[src/rtl/tile_scheduler.sv]
// tile_scheduler: walks an M x N x K grid of PE-array tiles (k innermost,
// then m, then n outermost), issues one go pulse per tile to the array
// controller and presents the weight / input-activation / partial-sum base
// word addresses for that tile.
// Optional build macro: TILE_SCHEDULER_PERF_EN adds the perf_cycles counter.
module tile_scheduler #(
    parameter int ARRAY_ROWS = 3,
    parameter int ARRAY_COLS = 3,
    parameter int CNT_W      = 8
) (
    input  logic             clk,
    input  logic             rst_n,
    input  logic             start,
    input  logic [CNT_W-1:0] cfg_m_tiles,
    input  logic [CNT_W-1:0] cfg_n_tiles,
    input  logic [CNT_W-1:0] cfg_k_tiles,
    output logic             ctrl_go,
    input  logic             ctrl_done,
    output logic [31:0]      weight_base,
    output logic [31:0]      iact_base,
    output logic [31:0]      psum_base,
    output logic [CNT_W-1:0] tile_m,
    output logic [CNT_W-1:0] tile_n,
    output logic [CNT_W-1:0] tile_k,
    output logic             psum_accumulate,
    output logic             busy,
    output logic             done,
`ifdef TILE_SCHEDULER_PERF_EN
    output logic [31:0]      perf_cycles,
`endif
    output logic             err_cfg
);

    localparam int TILE_WORDS = ARRAY_ROWS * ARRAY_COLS;

    // Controller handshake: ctrl_go is a single-cycle request that launches one
    // tile; the controller answers with a single-cycle ctrl_done. Exactly one
    // request is outstanding at a time, and ctrl_done is only honoured while
    // waiting on that request.
    typedef enum logic [2:0] {
        ST_IDLE    = 3'd0,
        ST_ISSUE   = 3'd1,
        ST_WAIT    = 3'd2,
        ST_ADVANCE = 3'd3,
        ST_DONE    = 3'd4
    } state_t;

    state_t           state_q;
    logic [CNT_W-1:0] cfg_m_q, cfg_n_q, cfg_k_q;
    logic [CNT_W-1:0] tile_m_q, tile_n_q, tile_k_q;
    logic [CNT_W-1:0] tile_m_d, tile_n_d, tile_k_d;
    logic [31:0]      weight_base_q, iact_base_q, psum_base_q;
    logic             go_q, done_q, err_q, busy_q, acc_q;
    logic             cfg_ok, k_last, m_last, n_last, last_tile;

    // (outer * count + inner) * TILE_WORDS, kept to 32 bits
    function automatic logic [31:0] tile_base(input logic [CNT_W-1:0] outer,
                                              input logic [CNT_W-1:0] count,
                                              input logic [CNT_W-1:0] inner);
        logic [31:0] idx;
        idx = 32'(outer) * 32'(count) + 32'(inner);
        return idx * 32'(TILE_WORDS);
    endfunction

    assign cfg_ok    = (cfg_m_tiles != '0) && (cfg_n_tiles != '0) && (cfg_k_tiles != '0);
    assign k_last    = (tile_k_q == cfg_k_q - CNT_W'(1));
    assign m_last    = (tile_m_q == cfg_m_q - CNT_W'(1));
    assign n_last    = (tile_n_q == cfg_n_q - CNT_W'(1));
    assign last_tile = k_last && m_last && n_last;

    // Next tile in loop order: k wraps into m, m wraps into n.
    always_comb begin
        tile_k_d = tile_k_q;
        tile_m_d = tile_m_q;
        tile_n_d = tile_n_q;
        if (!k_last) begin
            tile_k_d = tile_k_q + CNT_W'(1);
        end else begin
            tile_k_d = '0;
            if (!m_last) begin
                tile_m_d = tile_m_q + CNT_W'(1);
            end else begin
                tile_m_d = '0;
                tile_n_d = tile_n_q + CNT_W'(1);
            end
        end
    end

    // Job FSM; every output is a register so it is glitch-free at the controller.
    always_ff @(posedge clk or negedge rst_n) begin
        if (!rst_n) begin
            state_q       <= ST_IDLE;
            cfg_m_q       <= '0;
            cfg_n_q       <= '0;
            cfg_k_q       <= '0;
            tile_m_q      <= '0;
            tile_n_q      <= '0;
            tile_k_q      <= '0;
            weight_base_q <= '0;
            iact_base_q   <= '0;
            psum_base_q   <= '0;
            go_q          <= 1'b0;
            done_q        <= 1'b0;
            err_q         <= 1'b0;
            busy_q        <= 1'b0;
            acc_q         <= 1'b0;
        end else begin
            go_q   <= 1'b0;
            done_q <= 1'b0;
            err_q  <= 1'b0;
            case (state_q)
                ST_IDLE: begin
                    if (start) begin
                        if (cfg_ok) begin
                            cfg_m_q       <= cfg_m_tiles;
                            cfg_n_q       <= cfg_n_tiles;
                            cfg_k_q       <= cfg_k_tiles;
                            tile_m_q      <= '0;
                            tile_n_q      <= '0;
                            tile_k_q      <= '0;
                            weight_base_q <= '0;
                            iact_base_q   <= '0;
                            psum_base_q   <= '0;
                            acc_q         <= 1'b0;
                            go_q          <= 1'b1;
                            busy_q        <= 1'b1;
                            state_q       <= ST_ISSUE;
                        end else begin
                            err_q <= 1'b1;
                        end
                    end
                end
                ST_ISSUE: state_q <= ST_WAIT;
                ST_WAIT: begin
                    if (ctrl_done) state_q <= ST_ADVANCE;
                end
                ST_ADVANCE: begin
                    if (last_tile) begin
                        // indices and bases stay on the final tile
                        done_q  <= 1'b1;
                        state_q <= ST_DONE;
                    end else begin
                        tile_m_q      <= tile_m_d;
                        tile_n_q      <= tile_n_d;
                        tile_k_q      <= tile_k_d;
                        weight_base_q <= tile_base(tile_n_d, cfg_k_q, tile_k_d);
                        iact_base_q   <= tile_base(tile_m_d, cfg_k_q, tile_k_d);
                        psum_base_q   <= tile_base(tile_m_d, cfg_n_q, tile_n_d);
                        acc_q         <= (tile_k_d != '0);
                        go_q          <= 1'b1;
                        state_q       <= ST_ISSUE;
                    end
                end
                ST_DONE: begin
                    busy_q  <= 1'b0;
                    state_q <= ST_IDLE;
                end
                default: begin
                    busy_q  <= 1'b0;
                    state_q <= ST_IDLE;
                end
            endcase
        end
    end

`ifdef TILE_SCHEDULER_PERF_EN
    logic [31:0] perf_q;

    // Busy-cycle counter: restarts on an accepted job, saturates, holds in IDLE.
    always_ff @(posedge clk or negedge rst_n) begin
        if (!rst_n) begin
            perf_q <= '0;
        end else if (state_q == ST_IDLE) begin
            if (start && cfg_ok) perf_q <= '0;
        end else if (perf_q != 32'hFFFF_FFFF) begin
            perf_q <= perf_q + 32'd1;
        end
    end

    assign perf_cycles = perf_q;
`endif

    assign ctrl_go         = go_q;
    assign done            = done_q;
    assign err_cfg         = err_q;
    assign busy            = busy_q;
    assign psum_accumulate = acc_q;
    assign tile_m          = tile_m_q;
    assign tile_n          = tile_n_q;
    assign tile_k          = tile_k_q;
    assign weight_base     = weight_base_q;
    assign iact_base       = iact_base_q;
    assign psum_base       = psum_base_q;

endmodule
[config.mk]
export PLATFORM = sky130hd
export DESIGN_NAME = tile_scheduler
export DESIGN_NICKNAME = d
export VERILOG_FILES = /design/src/rtl/tile_scheduler.sv
export SDC_FILE = /design/constraint.sdc
export NUM_CORES = 1
export LEC_CHECK = 0
export BUFFER_PORTS_ARGS = -buffer_cell sky130_fd_sc_hd__buf_2
export CAP_MARGIN = 0
export CELL_PAD_IN_SITES_DETAIL_PLACEMENT = 1
export CELL_PAD_IN_SITES_GLOBAL_PLACEMENT = 2
export CORE_AREA = 2 2 198 200
export DETAILED_ROUTE_END_ITERATION = 8
export DIE_AREA = 0 0 200 202
export GPL_TIMING_DRIVEN = 0
export PLACE_DENSITY = 0.95
export SLEW_MARGIN = 25
export SYNTH_ARGS = -nofsm -noshare
export SYNTH_HDL_FRONTEND = slang
export SYNTH_SLANG_ARGS = --single-unit
[constraint.sdc]
create_clock -name clk -period 24.1 [get_ports clk]
set_input_delay 2.41 -clock clk [delete_from_list [all_inputs] [get_ports clk]]
set_output_delay 2.41 -clock clk [all_outputs]
set_load 0.1 [all_outputs]
### Word-level counts from Yosys, hierarchy flattened

Cells that the tools add are included.

* bits in registers: 152
* latch bits: 0
* memory bits (writable): 0
* bits in read-only memories: 0
* input bits: 28
* output and inout port bits: 125
* memories: 0

* $add $sub $neg: 9
* $mul: 6
* div/mod/pow operators: 0
* $lt $le $gt $ge: 0
* equality and inequality tests: 10
* shift operators: 0
* multiplexer cells: 42
* bitwise logic cells: 1
* reductions and logical operators: 15

Operators with widths (count)
* $pmux 32 s2: 3
* $mux 32: 5
* $mux 8: 10
* $mul 17x4->21 const B: 3
* $add 16x8->17: 3
* $mul 8x8->16: 3
* $pmux 8 s2: 3
* $reduce_bool 8->1: 4
* $add 8x1->8 const B: 3
* $eq 8x8->1: 3
* $sub 8x1->8 const B: 3
* $mux 1: 13
* $mux 3: 4
* $pmux 3 s4: 1
* $reduce_and 3->1: 3
* $ne 2x2->1 const B: 4
* $eq 3x2->1 const B: 2
* $pmux 1 s2: 3
* $logic_and 1x1->1: 4
* $reduce_and 4->1: 1
* $eq 3x1->1 const B: 1
* $logic_not 3->1: 1
* $reduce_or 3->1: 1
* $reduce_bool 2->1: 1
* $not 1->1: 1

### Longest topological paths before layout

Gate-level depths: netlist (run 1).

* depth in word-level cells: 9
* gate-level depth with buffers: 39
* gate-level depth less buffers: 36

### Worst setup path after synthesis (run 1)

OpenSTA, ideal clock, no wires.

* path kind: register to register
* from: register tile_k_q[5], in the netlist tile_k[5]
* to: register weight_base_q[19], in the netlist weight_base[19]
* arrival: 8.793 ns
* setup slack: 15.220 ns
* cell stages (with the launch flop): 33
* path buffers: 0
* path through: dfrtp_1 xnor2_1 or4_1 a2111oi_2 nand4_2 nor2_4 nand4_4 nor2_4 xor2_2 nand2_1 fa_1 inv_1 fa_1 inv_1 fa_1 fa_1 inv_1 ha_1 o21a_1 o31a_1 o211ai_1 a21oi_1 a2111oi_0 a21oi_1 xor2_1 and2_1 nor2_1 ha_1 nand3_1 nor3_1 a2111oi_0 or4b_2 o211ai_1

* word-level cells in the longest chain between the ends: 7
* elaborated cells between the ends (all ways): 13
* those cells by class: add/sub (2); mul (2); eq/ne (2); mux (4); reduce/logical (3)

RTL lines
* start: declaration: RTL line 50 `logic [CNT_W-1:0] tile_m_q, tile_n_q, tile_k_q;`
* start signal: assignment: RTL line 145 `tile_k_q <= tile_k_d;`
* $eq 8x8->1: RTL line 66 `assign k_last = (tile_k_q == cfg_k_q - CNT_W'(1));`
* $mux 8: RTL line 76 `if (!k_last) begin`
* $mul 8x8->16: RTL line 61 `idx = 32'(outer) * 32'(count) + 32'(inner);`
* $add 16x8->17: RTL line 61
* $mul 17x4->21: RTL line 62 `return idx * 32'(TILE_WORDS);`
* $mux 32: RTL line 138 `if (last_tile) begin`
* $pmux 32 s2: RTL line 111 `case (state_q)`
* end signal: assignment: RTL line 146 `weight_base_q <= tile_base(tile_n_d, cfg_k_q, tile_k_d);`
* end: declaration: RTL line 52 `logic [31:0] weight_base_q, iact_base_q, psum_base_q;`

Parallel ways exist; a longest one is shown, timed or not. The select of a mux whose other input is x is not followed.
A chain may end at the register's enable or synchronous reset.

### Worst setup path after layout (run 1)

* from: register cfg_k_q[0]
* to: register iact_base_q[19], in the netlist iact_base[19]

* word-level cells in the longest chain between the ends: 8
* elaborated cells between the ends (all ways): 13
* those cells by class: add/sub (2); mul (2); eq/ne (2); mux (4); reduce/logical (3)

RTL lines
* start: declaration: RTL line 49 `logic [CNT_W-1:0] cfg_m_q, cfg_n_q, cfg_k_q;`
* start signal: assignment: RTL line 117 `cfg_k_q <= cfg_k_tiles;`
* $sub 8x1->8: RTL line 66
* $eq 8x8->1: RTL line 66
* $mux 8: RTL line 76
* $mul 8x8->16: RTL line 61
* $add 16x8->17: RTL line 61
* $mul 17x4->21: RTL line 62
* $mux 32: RTL line 138
* $pmux 32 s2: RTL line 111
* end signal: assignment: RTL line 147 `iact_base_q <= tile_base(tile_m_d, cfg_k_q, tile_k_d);`
* end: declaration: RTL line 52

Parallel ways exist; a longest one is shown, timed or not. The select of a mux whose other input is x is not followed.

==> results of run 1 <==
## stage by stage
stage          setup slack (ps)  utilization [%]  hold slack [ps]  instances
2_1_floorplan             15220                -              449       1767
3_3_place_gp              13870             44.2              480       2404
3_5_place_dp              13560             44.3              477       2405
4_1_cts                   13440             45.7              502       2437
5_1_grt                   12960             45.7              523       2438
6_report                  13590             45.7              499       2438
## logic make-up (layout without fill, tap and decap cells)
| logic type | count (synthesis) | count (layout) | synth area share [%] |
|---|---|---|---|
| buffers and inverters | 326 | 479 | 9.07 |
| other | 1 | 33 | 0.0241 |
| XOR/XNOR | 121 | 121 | 7.13 |
| AND/OR/NAND/NOR | 537 | 537 | 18.1 |
| multiplexers | 28 | 28 | 2.02 |
| adder cells (fa/ha/maj) | 333 | 333 | 33.3 |
| AO/OA/AOI/OAI | 270 | 270 | 11.2 |
| flip-flops | 119 | 119 | 19.2 |
## critical path: cells and delay by family (launching register included)
kind / cells / cell delay (ps)
fa+ha+maj: 8 / 3420
compound gates: 11 / 2560
simple gates: 8 / 1970
buf+inv: 6 / 1340
xor+xnor: 3 / 720
flops: 1 / 360
## state kept, by name (all words and copies together) (netlist names)
signal	count
cfg_m_q	8
cfg_k_q	8
cfg_n_q	8
weight_base	21
busy	1
tile_k	8
psum_base	21
psum_accumulate	1
tile_m	8
tile_n	8
state_q	3
err_cfg	1
iact_base	21
done	1
ctrl_go	1
## placed cells by master (no fill, tap or decap), drive strengths merged, types with 7 or more instances in the layout
cell type  instances
clkbuf            66
fa               135
nor2b             64
a21oi             51
inv              223
nand2            126
nor4               9
nand3             98
buf              181
conb              33
nor2              75
nand2b            34
mux2              24
nand4              7
and3               8
xnor2             70
a211oi             8
xor2              51
o31ai             15
o21ai             98
and2              67
nor3              23
dfrtp            119
o21a              15
ha               198
a21o              20
## layout make-up
cell class	count	area, sq um	share of cell area, %
Buffer	107	587	3.35
Clock buffer	19	443	2.53
Clock inverter	13	121	0.693
Inverter	219	822	4.69
Multi-Input combinational cell	1322	11300	64.4
Sequential cell	119	2980	17.0
Tap cell	518	648	3.70
Timing Repair Buffer	121	638	3.64
## worst max path at each step
stage                           startpoint                           to  slack [ps]  cells past startpoint
CTS                 cfg_k_q[0]$_DFFE_PN0P_  weight_base[19]$_DFFE_PN0P_       13440                     34
global placement    cfg_k_q[0]$_DFFE_PN0P_  weight_base[19]$_DFFE_PN0P_       13870                     34
detailed placement  cfg_k_q[0]$_DFFE_PN0P_  weight_base[19]$_DFFE_PN0P_       13560                     34
global route        cfg_k_q[0]$_DFFE_PN0P_    iact_base[18]$_DFFE_PN0P_       12960                     35
floorplan            tile_k[5]$_DFFE_PN0P_  weight_base[19]$_DFFE_PN0P_       15220                     32
finish              cfg_k_q[0]$_DFFE_PN0P_    iact_base[19]$_DFFE_PN0P_       13590                     36
## Yosys cell counts (64+ instances only)
cell type	n	area, sq um
inv_1	218	818
ha_1	198	2480
fa_1	135	2700
nand2_1	126	473
dfrtp_1	119	2980
nand3_1	97	485
o21ai_0	93	465
nor2_1	71	267
xnor2_1	67	587
and2_1	66	413
nor2b_1	64	400
## layer usage
layer  wire length [microns]  global-route usage (%)  part of all wire [%]
met5                       0                       0                     0
met4                    1640                    9.29                   3.4
met3                    2140                    3.77                   4.5
met2                   24600                    43.5                    51
met1                   19600                    29.9                    41
==> results_dict.tcl, run 1 <==
set metrics [dict create \
    dr.pass1.iters 5 \
    post_route_cells_drive_above_1_share_pct 14.2 \
    worst-r2r-cell-count 36 \
    avgViaCountPerCell 5.37 \
    startpoint_type "register" \
    nFillCells 4602 \
    critical_path_required_ps 24420 \
    die_area_sq_um 40400 \
    timing.setup.critical_path_class "reg2reg" \
    ios 153 \
    cts-root-to-sink-buffers 2 \
    clock_sinks 119 \
    number_of_max_slew_violations_in_the_final_report 0 \
    synth-main-ff-cell "dfrtp_1" \
    finalSetupViolCount 0 \
    synth.yosys.warnings 0 \
    netlist_area_sq_um 15500 \
    antenna_found_initial 1 \
    grt_max_degree 62 \
    wirelength_mm 47.9 \
    number_of_global_route_vias_before_repair 14400 \
    startpoint_of_the_tightest_hold_check_path "state_q[2]$_DFFE_PN0P_" \
    crit_path_max_incr_delay_ps 600 \
    critPathSlowestCell "nor2_1" \
    crit-reg2reg-capture "iact_base[19]$_DFFE_PN0P_" \
    worstReg2RegStart "cfg_k_q[0]$_DFFE_PN0P_" \
    place_congestion 0.870 \
    cts-resized-gates 0 \
    whs_endpoint "state_q[0]$_DFFE_PN0P_" \
    critical_path_arrival_ps 10820 \
    cts-htree-levels 4 \
    cap_violations 0 \
    cts_root_buffer "clkbuf_16" \
    post_dp_cell_area_sq_um 16900 \
    initial_core_util_pct 40.6 \
    detailroute.via_count 13100 \
    postRouteAntennaNets 0 \
    final.period_utilization_pct 43.6 \
    finalCriticalPeriod_ps 10510 \
    synth_seq_cells 119 \
    max_clock_freq_mhz 95.2 \
    synth-edff-count 0 \
    timing.clock.skew_ps 13.7 \
    hold_violations 0 \
    drcViolationCount 0 \
    status "finished clean" \
    post_synth_num_cell_types 81 \
    tightestPinTransition_ps 1100 \
    worst_setup_path_end_kind "register" \
    antenna_cells_inserted 0 \
    die_w_microns 200 \
    worstPathMaxFanout 10 \
    cts-buffers-inserted 17 \
    coreArea_sq_um 38300 \
    syn_avg_cell_area_sq_um 8.96 \
    grt_pass1_wl_mm 76.5 \
    grt.total_usage_pct 24.6 \
    finish.net_count 2268 \
    synth_cells 1735 \
    num_rows 72 \
    regToRegSetupSlack_ps 13590 \
    final_area_sq_um 17500 \
    post_synthesis_to_final_layout_area_growth_pct 12.7 \
    grt_overflow 0 \
    die_y_microns 202 \
    hold_depth 1 \
    clk_lat_worst_skew_ps 450 \
    worst_hold_path_type "reg2reg" \
    cts_tree "yes" \
    grt_setup_unrepaired "false" \
    postCtsHoldBufs 0 \
    synth-seq-area-share_pct 19.2 \
    post_drt_wl_per_cell_microns 19.7 \
    maxSlewHeadroom_pct 26.2 \
    post-cts-setup-buffers 0 \
    portBuffers 119 \
    tns_ps 0 \
    detail_route.iter0.violations 584 \
    synth-async-reset-ratio_pct 100 \
    worst_setup_hold_path_clk_slew_ps 70 \
    dp_hpwl_mm 38.9 \
]
Power of run 1 is not shown: default switching activity piles up to over one toggle a cycle in this logic, so the estimate is an artifact.
==> run 2: changes to the inputs <==
- CORE_AREA: 2 2 198 200 -> 2 2 206 208
- DIE_AREA: 0 0 200 202 -> 0 0 208 210
- PLACE_DENSITY: 0.95 -> 0.9
- clock period: 24.1 -> 9.9 ns (I/O delays scaled with it)
==> run 2 against run 1 <==
Worst hold slack got worse by 68 ps. Final area increased by 1.6%. Critical endpoint is now weight_base[19]$_DFFE_PN0P_. Global-route usage decreased by 2.5 points.
==> results_dict.tcl, run 2 (synthesis results as in run 1) <==
set metrics [dict create \
    cp_common_cell "fa_1" \
    clk_lat_worst_skew_ps 470 \
    tns_ps 0 \
    clock_sinks 119 \
    die_w_microns 208 \
    post_drt_wl_per_cell_microns 19.2 \
    cap_violations 0 \
    worstPathMaxFanout 10 \
    post_route_cells_drive_above_1_share_pct 15.3 \
    layout_commonest_cell "inv_1" \
    startpoint_type "register" \
    critical_path_required_ps 10240 \
    global_route.peak_usage_layer "met2" \
    layoutNonFillerInstCount 2462 \
    worst_hold_path_type "in2async" \
    place_congestion 0.883 \
    grt_pass1_wl_mm 76.0 \
    use_met3_pct 4.48 \
    finalCriticalPeriod_ps 9470 \
    finalSetupViolCount 0 \
    post_dp_cell_area_sq_um 17000 \
    final.period_utilization_pct 95.7 \
    final_area_sq_um 17800 \
    critical_path.top_delay_family "adder cells" \
    met1_global_route_usage_pct 26.9 \
    max_clock_freq_mhz 106 \
    critical_path_arrival_ps 9820 \
    utilization_pct 42.9 \
    dr.pass1.iters 4 \
    status "finished clean" \
    finish.net_count 2271 \
    antenna_found_initial 0 \
    cts-htree-levels 4 \
    nFillCells 4922 \
    initial_core_util_pct 37.5 \
    detail_route.iter0.violations 551 \
    ios 153 \
    coreArea_sq_um 41500 \
    timing.clock.skew_ps 10.4 \
    detailroute.via_count 12900 \
    layout.cells.most_common_list "inv_1, ha_1, fa_1" \
    postRouteAntennaNets 0 \
    cts-buffers-inserted 17 \
    crit_cells 31 \
    wirelength_mm 47.2 \
    tightestPinTransition_ps 1020 \
    number_of_max_slew_violations_in_the_final_report 0 \
    maxSlewHeadroom_pct 32.0 \
    worst_setup_hold_path_clk_slew_ps 60 \
    dp_hpwl_mm 38.2 \
    die_y_microns 210 \
    cts-root-to-sink-buffers 2 \
    cts_tree "yes" \
    crit_path_max_incr_delay_ps 570 \
    critPathSlowestCell "or4_4" \
    die_area_sq_um 43700 \
    cts_root_buffer "clkbuf_16" \
    post_synthesis_to_final_layout_area_growth_pct 14.5 \
    avgViaCountPerCell 5.22 \
    grt_max_degree 63 \
    worst_setup_path_end_kind "register" \
    portBuffers 119 \
    postCtsHoldBufs 0 \
    num_rows 75 \
    place.detailed.instances 2427 \
    drcViolationCount 0 \
    number_of_buffer_and_inverter_stages_on_the_critical_path 3 \
    grt.total_usage_pct 22.1 \
    timing.setup.critical_path_class "reg2reg" \
    met2_usage_pct 38.4 \
    worst-r2r-cell-count 31 \
    hold_violations 0 \
    number_of_global_route_vias_before_repair 14000 \
    antenna_cells_inserted 0 \
    grt_overflow 0 \
]
-- run 2: changes by cell type in the layout (fill, tap and decap cells not counted), moves of 3 or more --
cell      delta
xnor2_1      -3
clkbuf_1     -7
o41ai_2      +3
o41ai_1      -3
clkbuf_2     +4
buf_4        +5
-- run 2: layout make-up --
cell class	instances	area (sq um)	share of cell area [%]
Inverter	219	822	4.62
Sequential cell	119	2980	16.7
Clock buffer	18	439	2.47
Multi-Input combinational cell	1322	11400	64.2
Clock inverter	14	185	1.04
Timing Repair Buffer	125	668	3.75
Tap cell	539	674	3.79
Buffer	106	597	3.35
-- run 2: worst paths after layout --
check                                          startpoint  slack (ps)                     endpoint
min in group clk                iact_base[17]$_DFFE_PN0P_         490    iact_base[17]$_DFFE_PN0P_
worst max register to register     cfg_m_q[0]$_DFFE_PN0P_         430  weight_base[19]$_DFFE_PN0P_
worst min-delay path                                rst_n         430  weight_base[12]$_DFFE_PN0P_
max in group asynchronous                           rst_n        8790        tile_k[6]$_DFFE_PN0P_
worst min register to register  iact_base[17]$_DFFE_PN0P_         490    iact_base[17]$_DFFE_PN0P_
worst max-delay path               cfg_m_q[0]$_DFFE_PN0P_         430  weight_base[19]$_DFFE_PN0P_
-- run 2: timing repair --
action	CTS	global route
gates resized for setup	11	27
pin swaps	0	2
setup buffers	0	4
setup endpoints to repair	15	14
-- run 2: metal layers --
metal,part of all wire (%),routed length [microns]
met5,0,0
met4,3.4,1620
met3,4.2,1980
met2,50,23600
met1,42,20000
-- run 2: through the flow --
stage               setup WS (ps)  hold WS [ps]
floorplan                    1020           449
global placement             -480           482
detailed placement           -567           480
CTS                          19.2           451
global route                -32.1           465
finish                        425           431
Power of run 2 is left out for the same reason.
==> run 3: changes to the inputs <==
--- a/config.mk
+++ b/config.mk
@@ -13,5 +13,4 @@
 export DETAILED_ROUTE_END_ITERATION = 8
 export DIE_AREA = 0 0 208 210
-export GPL_TIMING_DRIVEN = 0
 export PLACE_DENSITY = 0.9
 export SLEW_MARGIN = 25
==> constraint.sdc (replaced) <==
create_clock -name clk -period 9.9 [get_ports clk]
set_input_delay 0.99 -clock clk [delete_from_list [all_inputs] [get_ports clk]]
set_output_delay 0.99 -clock clk [all_outputs]
set_load 0.05 [all_outputs]
==> run 3 against run 2 <==
Sequential cell count did not move. Count of clock-buffer cells in the layout rose by 1. Via count fell by 2.9%. Routed wire length fell by 8.5%. Final cell count fell by 3.5%. Global-route usage fell by 1.6 points. Register-to-register slack improved by 160 ps. Fmax rose by 1.8%. Largest cell class unchanged.
==> results_dict.tcl, run 3 (synthesis results as in run 1) <==
set metrics [dict create \
    status "finished clean" \
    die_area_sq_um 43700 \
    timing.clock.skew_ps 14.7 \
    grt_max_degree 96 \
    finalCriticalPeriod_ps 9310 \
    cts-buffers-inserted 17 \
    portBuffers 119 \
    grt_pass1_wl_mm 72.1 \
    postCtsHoldBufs 0 \
    worst_hold_path_type "reg2reg" \
    place_congestion 0.830 \
    max_clock_freq_mhz 107 \
    dp_hpwl_mm 33.9 \
    maxSlewHeadroom_pct 36.5 \
    cts-htree-levels 4 \
    clk_lat_worst_skew_ps 470 \
    cts_tree "yes" \
    nFillCells 4874 \
    detailroute.via_count 12500 \
    tightestPinTransition_ps 953 \
    startpoint_type "register" \
    antenna_found_initial 1 \
    cts-root-to-sink-buffers 2 \
    worst_setup_hold_path_clk_slew_ps 60 \
    critPathSlowestCell "or4b_2" \
    postRouteAntennaNets 0 \
    avgViaCountPerCell 5.26 \
    post_route_cells_drive_above_1_share_pct 13.3 \
    coreArea_sq_um 41500 \
    worstPathMaxFanout 9 \
    critical_path_arrival_ps 9680 \
    detail_route.iter0.violations 562 \
    finish.net_count 2185 \
    post_synthesis_to_final_layout_area_growth_pct 10.6 \
    die_y_microns 210 \
    final.period_utilization_pct 94.0 \
    post-cts-setup-buffers 0 \
    place.detailed.instances 2344 \
    wirelength_mm 43.2 \
    clock_sinks 119 \
    worst_setup_path_end_kind "register" \
    layoutNonFillerInstCount 2375 \
    ios 153 \
    number_of_max_slew_violations_in_the_final_report 0 \
    utilization_pct 41.4 \
    cap_violations 0 \
    drcViolationCount 0 \
    number_of_global_route_vias_before_repair 13800 \
    post_drt_wl_per_cell_microns 18.2 \
    number_of_buffer_and_inverter_stages_on_the_critical_path 3 \
    fin_worst_hold_slack_ps 493 \
    layout.cells.most_common_list "inv_1, ha_1, fa_1" \
    cts_root_buffer "clkbuf_16" \
    finalSetupViolCount 0 \
    die_w_microns 208 \
    antenna_cells_inserted 0 \
    tns_ps 0 \
    initial_core_util_pct 37.5 \
    crit_path_max_incr_delay_ps 620 \
    hold_violations 0 \
    grt.total_usage_pct 20.5 \
    layout_commonest_cell "inv_1" \
    num_rows 75 \
    grt_overflow 0 \
    critical_path_required_ps 10270 \
    critical_path.top_delay_family "simple AND/OR/NAND/NOR gates" \
    dr.pass1.iters 4 \
    timing.setup.critical_path_class "reg2reg" \
]
## run 3: repair_timing
item / 4_1_cts / 5_1_grt
endpoints found under the hold margin: 0 / 0
gates resized for setup: 0 / 9
endpoints found under the setup margin: 0 / 10
## run 3: final cells by class
type	instances	area (sq um)	area share, %
clock buffers	19	453	2.63
clock inverters	12	144	0.837
inverters	219	822	4.78
multi-input cells	1322	11300	65.9
flip-flops and latches	119	2980	17.3
well taps	539	674	3.92
repair buffers	145	793	4.61
## run 3: per-stage QoR
stage	worst slack [ps]	cell area, sq um
after floorplan	1320	15700
after detailed placement	341	16500
after global routing	-1.83	17200
after global placement	468	16500
after CTS	224	17100
final	590	17200
## run 3: worst register-to-register path: cells and delay by family, from the launching register on
kind | cells | cell delay [ps]
AO/OA/AOI/OAI | 10 | 2550
XOR/XNOR | 3 | 1030
adder cells (fa/ha/maj) | 6 | 2470
buffers and inverters | 3 | 170
flip-flops | 1 | 430
AND/OR/NAND/NOR | 8 | 2580
## run 3: final timing paths
path                                      startpoint                          end  slack [ps]  cells past startpoint
max                           cfg_m_q[0]$_DFFE_PN0P_  weight_base[19]$_DFFE_PN0P_         590                     30
min                        iact_base[17]$_DFFE_PN0P_    iact_base[17]$_DFFE_PN0P_         490                      2
max reg2reg                   cfg_m_q[0]$_DFFE_PN0P_  weight_base[19]$_DFFE_PN0P_         590                     30
min reg2reg                iact_base[17]$_DFFE_PN0P_    iact_base[17]$_DFFE_PN0P_         490                      2
max in group asynchronous                      rst_n    psum_base[11]$_DFFE_PN0P_        7870                      2
min in group asynchronous                      rst_n        tile_k[1]$_DFFE_PN0P_         580                      1
## run 3: per-layer routing
layer / GRT usage (%) / vias to the layer above / share of wire, %
met5: 0 / - / 0.044
met4: 8.56 / 2 / 3.7
met3: 3.77 / 99 / 3.2
met2: 35.6 / 212 / 50
met1: 25.2 / 6339 / 43
li1: - / 5840 / -
Power of run 3 is left out for the same reason.
